===== src/rtl/transfer_engine.sv =====
// Purpose : account-transfer datapath holding NUM_PLAYERS balances and public keys;
//           validates one transfer request (ids, funds, payee overflow, key) and commits it.
// Latency : start accepted at edge N; done pulses after edge N+5 on success, and after
//           edge N+2 / N+3 / N+4 for id / amount / key failures.
// Backpressure: none queued. start and cfg_we are dropped while busy; the caller
//           retries after the done pulse (start in the done cycle is accepted).
//
// Ports:
//   i_clock, i_reset        rising-edge clock, synchronous active-high reset
//   i_start                 request strobe, sampled only in IDLE
//   i_src_id, i_dst_id      payer / payee index
//   i_input_amount          transfer amount (unsigned, AMT_W bits)
//   i_input_key             payer's private key
//   i_cfg_we/_id/_balance/_pubkey  account load port, honoured only when not busy
//   i_rd_id / o_rd_balance  combinational committed-balance read (0 when out of range)
//   o_busy                  request in flight
//   o_done, o_err_code      one-cycle completion pulse and result code
//                           (0 ok, 1 funds, 2 key, 3 id, 4 payee overflow)
//   o_tx_count              successful-commit counter
//
// Build option: define TX_COUNT_EN to build the 16-bit wrapping commit counter;
// without it o_tx_count is tied to zero and no counter register exists.

module transfer_engine #(
    parameter int               NUM_PLAYERS = 4,
    parameter int               AMT_W       = 11,
    parameter int               KEY_W       = 8,
    parameter logic [KEY_W-1:0] KEY_SALT    = 8'hA5,
    localparam int              ID_W        = (NUM_PLAYERS > 1) ? $clog2(NUM_PLAYERS) : 1
) (
    input  logic             i_clock,
    input  logic             i_reset,
    input  logic             i_start,
    input  logic [ID_W-1:0]  i_src_id,
    input  logic [ID_W-1:0]  i_dst_id,
    input  logic [AMT_W-1:0] i_input_amount,
    input  logic [KEY_W-1:0] i_input_key,
    input  logic             i_cfg_we,
    input  logic [ID_W-1:0]  i_cfg_id,
    input  logic [AMT_W-1:0] i_cfg_balance,
    input  logic [KEY_W-1:0] i_cfg_pubkey,
    input  logic [ID_W-1:0]  i_rd_id,
    output logic [AMT_W-1:0] o_rd_balance,
    output logic             o_busy,
    output logic             o_done,
    output logic [2:0]       o_err_code,
    output logic [15:0]      o_tx_count
);

    // Storage is sized to the full index space so any ID_W-bit index is a legal
    // array reference; entries at or above NUM_PLAYERS are never written.
    localparam int              DEPTH = 1 << ID_W;
    localparam logic [ID_W:0]   NP_W  = NUM_PLAYERS[ID_W:0];

    localparam logic [2:0] ERR_OK    = 3'd0;
    localparam logic [2:0] ERR_FUNDS = 3'd1;
    localparam logic [2:0] ERR_KEY   = 3'd2;
    localparam logic [2:0] ERR_ID    = 3'd3;
    localparam logic [2:0] ERR_OVF   = 3'd4;

    typedef enum logic [2:0] {
        S_IDLE    = 3'd0,
        S_CHK_ID  = 3'd1,
        S_CHK_AMT = 3'd2,
        S_CHK_KEY = 3'd3,
        S_COMMIT  = 3'd4,
        S_DONE    = 3'd5,
        S_FAIL    = 3'd6
    } state_t;

    state_t r_state;
    state_t w_state_nxt;

    // Account storage
    logic [AMT_W-1:0] r_bal [0:DEPTH-1];
    logic [KEY_W-1:0] r_pub [0:DEPTH-1];

    // Latched request
    logic [ID_W-1:0]  r_src;
    logic [ID_W-1:0]  r_dst;
    logic [AMT_W-1:0] r_amt;
    logic [KEY_W-1:0] r_key;

    // Result registers
    logic [2:0]       r_fail_code;
    logic             r_done;
    logic [2:0]       r_err;

    // Check results, evaluated against the latched request every cycle
    logic [AMT_W-1:0] w_src_bal;
    logic [AMT_W-1:0] w_dst_bal;
    logic [AMT_W:0]   w_sum;
    logic [KEY_W-1:0] w_key_rot;
    logic             w_id_bad;
    logic             w_funds_bad;
    logic             w_ovf_bad;
    logic             w_key_bad;

    // FSM outputs
    logic             w_busy;
    logic             w_accept;
    logic             w_commit;
    logic             w_finish;
    logic             w_fail_set;
    logic [2:0]       w_fail_code;
    logic             w_cfg_ok;

    assign w_src_bal   = r_bal[r_src];
    assign w_dst_bal   = r_bal[r_dst];
    // One extra bit so the payee carry-out is visible as the overflow flag.
    assign w_sum       = {1'b0, w_dst_bal} + {1'b0, r_amt};
    // Public key is the private key rotated left by 3, then salted.
    assign w_key_rot   = {r_key[KEY_W-4:0], r_key[KEY_W-1:KEY_W-3]};

    assign w_id_bad    = ({1'b0, r_src} >= NP_W) || ({1'b0, r_dst} >= NP_W) || (r_src == r_dst);
    assign w_funds_bad = (r_amt > w_src_bal);
    assign w_ovf_bad   = w_sum[AMT_W];
    assign w_key_bad   = ((w_key_rot ^ KEY_SALT) != r_pub[r_src]);

    assign w_cfg_ok    = i_cfg_we && !w_busy && ({1'b0, i_cfg_id} < NP_W);

    //------------------------------------------------------------------
    // FSM: state register
    //------------------------------------------------------------------
    always_ff @(posedge i_clock) begin
        if (i_reset) begin
            r_state <= S_IDLE;
        end else begin
            r_state <= w_state_nxt;
        end
    end

    //------------------------------------------------------------------
    // FSM: next state
    //------------------------------------------------------------------
    always_comb begin
        w_state_nxt = r_state;
        case (r_state)
            S_IDLE:    if (i_start) w_state_nxt = S_CHK_ID;
            S_CHK_ID:  w_state_nxt = w_id_bad ? S_FAIL : S_CHK_AMT;
            S_CHK_AMT: w_state_nxt = (w_funds_bad || w_ovf_bad) ? S_FAIL : S_CHK_KEY;
            S_CHK_KEY: w_state_nxt = w_key_bad ? S_FAIL : S_COMMIT;
            S_COMMIT:  w_state_nxt = S_DONE;
            S_DONE:    w_state_nxt = S_IDLE;
            S_FAIL:    w_state_nxt = S_IDLE;
            default:   w_state_nxt = S_IDLE;
        endcase
    end

    //------------------------------------------------------------------
    // FSM: outputs / datapath controls
    //------------------------------------------------------------------
    always_comb begin
        w_busy      = (r_state != S_IDLE);
        w_accept    = (r_state == S_IDLE) && i_start;
        w_commit    = (r_state == S_COMMIT);
        w_finish    = (r_state == S_DONE) || (r_state == S_FAIL);
        w_fail_set  = 1'b0;
        w_fail_code = ERR_OK;
        case (r_state)
            S_CHK_ID: begin
                if (w_id_bad) begin
                    w_fail_set  = 1'b1;
                    w_fail_code = ERR_ID;
                end
            end
            S_CHK_AMT: begin
                // Insufficient funds takes priority over payee overflow.
                if (w_funds_bad) begin
                    w_fail_set  = 1'b1;
                    w_fail_code = ERR_FUNDS;
                end else if (w_ovf_bad) begin
                    w_fail_set  = 1'b1;
                    w_fail_code = ERR_OVF;
                end
            end
            S_CHK_KEY: begin
                if (w_key_bad) begin
                    w_fail_set  = 1'b1;
                    w_fail_code = ERR_KEY;
                end
            end
            default: begin
                w_fail_set  = 1'b0;
                w_fail_code = ERR_OK;
            end
        endcase
    end

    //------------------------------------------------------------------
    // Request latch and result registers
    //------------------------------------------------------------------
    always_ff @(posedge i_clock) begin
        if (i_reset) begin
            r_src       <= '0;
            r_dst       <= '0;
            r_amt       <= '0;
            r_key       <= '0;
            r_fail_code <= ERR_OK;
            r_done      <= 1'b0;
            r_err       <= ERR_OK;
        end else begin
            if (w_accept) begin
                r_src <= i_src_id;
                r_dst <= i_dst_id;
                r_amt <= i_input_amount;
                r_key <= i_input_key;
            end
            if (w_fail_set) begin
                r_fail_code <= w_fail_code;
            end
            // done is registered from DONE/FAIL, so the pulse lands while the
            // FSM is already back in IDLE and a new start can be taken.
            r_done <= w_finish;
            if (w_finish) begin
                r_err <= (r_state == S_FAIL) ? r_fail_code : ERR_OK;
            end
        end
    end

    //------------------------------------------------------------------
    // Account storage. cfg writes only happen in IDLE and commits only in
    // COMMIT, so the two write sources never collide.
    //------------------------------------------------------------------
    always_ff @(posedge i_clock) begin
        if (i_reset) begin
            for (int i = 0; i < DEPTH; i++) begin
                r_bal[i] <= '0;
                r_pub[i] <= '0;
            end
        end else if (w_cfg_ok) begin
            r_bal[i_cfg_id] <= i_cfg_balance;
            r_pub[i_cfg_id] <= i_cfg_pubkey;
        end else if (w_commit) begin
            r_bal[r_src] <= w_src_bal - r_amt;
            r_bal[r_dst] <= w_sum[AMT_W-1:0];
        end
    end

`ifdef TX_COUNT_EN
    logic [15:0] r_tx_count;

    always_ff @(posedge i_clock) begin
        if (i_reset) begin
            r_tx_count <= 16'h0000;
        end else if (w_commit) begin
            r_tx_count <= r_tx_count + 16'h0001;
        end
    end

    assign o_tx_count = r_tx_count;
`else
    assign o_tx_count = 16'h0000;
`endif

    assign o_rd_balance = ({1'b0, i_rd_id} < NP_W) ? r_bal[i_rd_id] : '0;
    assign o_busy       = w_busy;
    assign o_done       = r_done;
    assign o_err_code   = r_err;

endmodule


===== config.mk =====
export PLATFORM = sky130hd
export DESIGN_NAME = transfer_engine
export DESIGN_NICKNAME = d
export VERILOG_FILES = /design/src/rtl/transfer_engine.sv
export SDC_FILE = /design/constraint.sdc
export NUM_CORES = 1
export LEC_CHECK = 0
export BUFFER_PORTS_ARGS = -buffer_cell sky130_fd_sc_hd__buf_2
export CAP_MARGIN = 0
export CORE_ASPECT_RATIO = 0.6
export CORE_MARGIN = 2
export CORE_UTILIZATION = 35
export CTS_CLUSTER_SIZE = 8
export DETAILED_ROUTE_END_ITERATION = 16
export GPL_ROUTABILITY_DRIVEN = 0
export PLACE_DENSITY = 0.53
export SYNTH_ARGS = -nofsm -noshare
export SYNTH_HDL_FRONTEND = slang
export SYNTH_SLANG_ARGS = --single-unit

===== constraint.sdc =====
create_clock -name i_clock -period 10.4 [get_ports i_clock]
set_input_delay 1.04 -clock i_clock [delete_from_list [all_inputs] [get_ports i_clock]]
set_output_delay 1.04 -clock i_clock [all_outputs]
set_load 0.05 [all_outputs]

* Word level (Yosys, flattened, before mapping)
Memories as Yosys holds them, arrays and structs flattened. A register that Yosys moved wholly into a read port is not among the register bits.
Cells that the tools add are included.
** Word-level totals
- Memory bits (writable) :: 76
- Word-level logic and storage cells :: 77
- Memories kept :: 2
- Register bits :: 33
- Input bits :: 50
** Cells by class
- Mux-type cells :: 43
- Reductions and logical operators :: 11
- Eq/ne operators :: 9
- Bitwise logic cells :: 1
- $lt $le $gt $ge :: 1
- Add/subtract/negate cells :: 2
** Memories
- r_bal :: depth 4, bits a word 11, read ports 3, clocked after memory_dff 2, wr ports 4, line 75 : logic [AMT_W-1:0] r_bal [0:DEPTH-1];
- r_pub :: depth 4, bits a word 8, read ports 1, clocked after memory_dff 1, wr ports 4, line 76 : logic [KEY_W-1:0] r_pub [0:DEPTH-1];
** Operator list (count)
- two-way mux 11 bit :: 3
- OR reduction 11 bit :: 3
- two-way mux 2 bit :: 13
- two-way mux 3 bit :: 6
- two-way mux 1 bit :: 17
- one-hot mux 3 bit (5 select lines) :: 1
- adder 11 x 11 -> 12 bit :: 1
- > comparator 11 bit :: 1
- subtractor 11 bit :: 1
- == test 3 bit (second input constant) :: 3
- one-hot mux 3 bit (3 select lines) :: 1
- two-way mux 8 bit :: 1
- inequality test 8 bit :: 1
- OR reduction 8 bit :: 1
- == test 3 x 2 -> 1 bit (second input constant) :: 2
- inverter 4 bit :: 1
- == test 3 x 1 -> 1 bit (second input constant) :: 1
- zero test 3 bit :: 1
- one-hot mux 1 bit (3 select lines) :: 1
- nonzero test 3 bit :: 1
- == test 2 bit :: 1
- logical AND 1 bit :: 2
- logical OR 1 bit :: 2
- inequality test 2 bit (second input constant) :: 1
- zero test 1 bit :: 1

* Logic depth before layout (Yosys ltp)
- Depth after elaboration :: 9
- Mapped depth :: 13

* Least setup slack after synthesis
OpenSTA, ideal clock, no wires.
- Kind :: flip-flop to flip-flop
- Start point :: reg (tool-made name)
- End point :: mem r_bal[3][6] (data pin)
- Library setup time :: 271 ps
- Data required time :: 10129 ps
- Setup slack :: 6930 ps
- Data arrival time :: 3199 ps
- Path buffers :: 2
- Cell stages (with the launch flop) :: 12
- Cell sequence :: dfxtp_1 > buf_6 > buf_1 > mux4_2 > ha_1 > nor2b_1 > o21a_1 > o21a_1 > o21a_1 > or3_1 > a31oi_1 > mux2i_1
** RTL lines (line)
- end, declared :: 75

==> results.md <==
* Period utilization at around 44%
* Status: complete, no violations
* Row count at 39
* Residual DRC count at 0
* Int Pwr at about 1300 uW
* CTS buffer count at 17
* Fin worst setup slack at 5790 ps
* Count leader, synth: edfxtp_1
* DR iter-0 viols at approximately 550
* Slew @ Worst Pin at between 1000 and 1500 ps
* Sw Ratio at 39.1%
* Chip Width at 182 microns
* Sequential area share after synthesis at 45.2%
* Longest Clk Path Bufs at 2
* Max-Cap Viols at 0
* Initial Util at 35.4%
* Worst reg2reg path depth at 9
* Warnings from Yosys at 0
* IO Port Bufs at 65
* Commonest cells in the netlist: 76 x edfxtp_1, 69 x nand2_1, 51 x a21oi_1
* Crit path time final at 4610 ps
* Final WL at 19700 microns
* Post-synth EDFFs at 76
* Post-Synthesis Cell Area at 6680 sq um
* Number of global-route vias before repair at between 4000 and 5000
* Rel. slew slack at around a tenth
* Hold EP: r_fail_code[1]
* Final #Nets at ~730
* Fin. Hold Viols at 0
* Power per cell area at around 270 nW/um^2
* Fraction of layout cells with a size suffix above 1 at 20.0%
* Worst Path Required at 10540 ps
* Final setup viols at 0
* I/O pin count at 82
* Worst Hold Class: reg2reg
* H-Tree Depth at 4
* Clock power frac at between 20 and 30%
* Critical path capture point type: flip-flop
* Latest clock arrival within the worst-skew pair at 420 ps
* First-pass GRT wire length at 29900 microns
* Setup Skew at 13.3 ps
* Flop and latch count out of synthesis at 113
* Yosys cell types at between 50 and 60
* CP arrival at between 4000 and 5000 ps
* Synth Area per Inst at 11.1 sq um
* Post-Syn Instances at 603
* Sink Count at roughly 110
* VDD IR-drop max at approximately 0.00012 V
* DR pass1 iterations at 5
* Hold path start: r_fail_code[1]
* CTS clk-pin slew, worst paths at ~50 ps
* Pin count of the biggest net entering global routing at 39
* Global Route Usage Sum at between 20 and 25%
* CTS tree: yes
* Hold Slack at 460 ps
* Post CTS Setup Buffer Count at 0
* Finished Layout Cells at 918
* Unrepaired setup endpoints after global routing: no
* R2R setup slack at 5790 ps
* Switching power total at 805 uW
* Area share of the largest cell type after synthesis at roughly a third
* Vias per cell at 5.58
* Initial antenna violation count at 0
* Remaining Overflow, GRT at 0
* Worst slack at placement at 5920 ps
* DPL Wire Length at around 14000 microns
* Post-CTS Hold Fix Bufs at 0
* Leak at roughly 0.003 uW
* Die Height at about 110 microns
* Core area at around 19000 sq um
* Post-route ant nets at 0
* CP Class: reg2reg
* Fmax at 217 MHz
* DR vias at between 5000 and 6000
* Area grow syn2layout at 16.0%
* DR WL/cell at between 20 and 25 microns
* Cells resized by post-CTS repair at 0
* Synth top area cells: edfxtp_1 34%, mux4_2 11%, dfxtp_1 11%
* Seq pwr share at 32.4%
* Max-slew violations at 0
* Setup_tns at 0 ps
* Clock root buffer: clkbuf_16
* FF-to-FF End: r_bal[3][9]
* Post-placement cell count at around 890
* Placed inst area at ~7000 sq um
* Worst Path Max Fanout at 19
* Leading area contributor after synthesis: edfxtp_1
* WHS Path Cells at 1
* Async SR Flop Fraction at 0%
* Comb power frac at 38.1%
* Startpoint Class: flip-flop
* Die Area at 20200 sq um
* Main synth FF type: edfxtp_1
* Design area at 7750 sq um
routing by layer:
metal,track usage (%),wire length (microns),vias up,part of all wire [%]
met2,26.9,7880,248,40
met5,0,0,-,0
met4,5.59,286,0,1.5
met1,31.3,9460,2514,48
met3,5.78,2040,17,10
li1,-,-,2339,-
stage by stage:
stage | power (uW) | util, %
floorplan | 1210 | -
global placement | 1440 | 37.8
detailed placement | 1440 | 37.8
CTS | 2050 | 41.0
global route | 2160 | 41.0
finish | 2060 | 41.0
worst max path at each step:
stage | from | endpoint | depth (start not counted)
final | flip-flop | r_bal[3][9] | 9
after global routing | flip-flop | r_bal[3][9] | 9
after CTS | flip-flop | r_bal[3][9] | 9
after detailed placement | flip-flop | r_bal[3][9] | 9
after global placement | flip-flop | r_bal[3][9] | 9
after floorplan | flip-flop | r_bal[3][6] | 11
worst max-delay path, stage by stage, from the launching register on:
cell,delay [ps]
dfxtp_1,1090
mux4_2,430
ha_1,340
a21oi_1,420
o21ai_0,420
a21oi_1,630
o21ai_0,250
xor2_1,210
a22oi_1,390
mux2i_1,140
cell families after synthesis:
family | count (synthesis) | share of synthesized area (%)
other | 1 | 0.0561
muxes | 50 | 15.6
and+or+nand+nor | 186 | 13.7
buffers and inverters | 68 | 4.91
xor gates and xnor gates | 26 | 3.41
adders and majority gates | 24 | 4.72
AOI/OAI and AO/OA | 135 | 12.3
DFF | 113 | 45.2
cells in the final DEF (no fill, tap or decap), drive strengths merged, types with 3 or more instances in the layout:
cell type  netlist  routed
a211oi           3       3
a21o             4       4
a21oi           52      52
a22o             4       4
a22oi            5       5
and2            35      35
and3             4       4
buf             24      68
bufinv           0       4
clkbuf          23      20
clkinv           0       5
clkinvlp         0       3
conb             1      16
dfxtp           37      37
edfxtp          76      76
ha              22      22
inv             21      21
mux2i            9       9
mux4            41      41
nand2           69      69
nand2b           8       8
nand3           12      12
nand3b           3       3
nor2            32      32
nor3             6       6
nor3b            3       3
o21a            10      10
o21ai           20      20
o21bai           4       4
o22ai           22      22
or3              6       6
xnor2           14      14
xor2            12      12
flip-flops by register name, summed over array words and instances, names as in the netlist, named ones only:
signal and cells:
r_amt 11, r_state 3, r_key 8, r_src 2, r_fail_code 3, o_done 1
r_bal 44, r_dst 2, r_pub 32, o_err_code 3
final cells by class:
class                      instances  area, sq um
fill                            1811        11100
multi-input combinational        437         3390
sequential                       113         3020
antenna                            1         2.50
inverter                          21         78.8
timing repair buffer              68          348
clock inverter                    12          165
clock buffer                      20          437
tap                              246          308
power by group through the flow:
stage / combinational [uW] / clock (uW) / sequential, uW
after floorplan: 595 / 0 / 617
after global placement: 765 / 0 / 673
after detailed placement: 769 / 0 / 674
after CTS: 775 / 611 / 666
after global routing: 850 / 634 / 678
final: 786 / 607 / 668
Note: power is estimated with default switching activity, not from simulation.
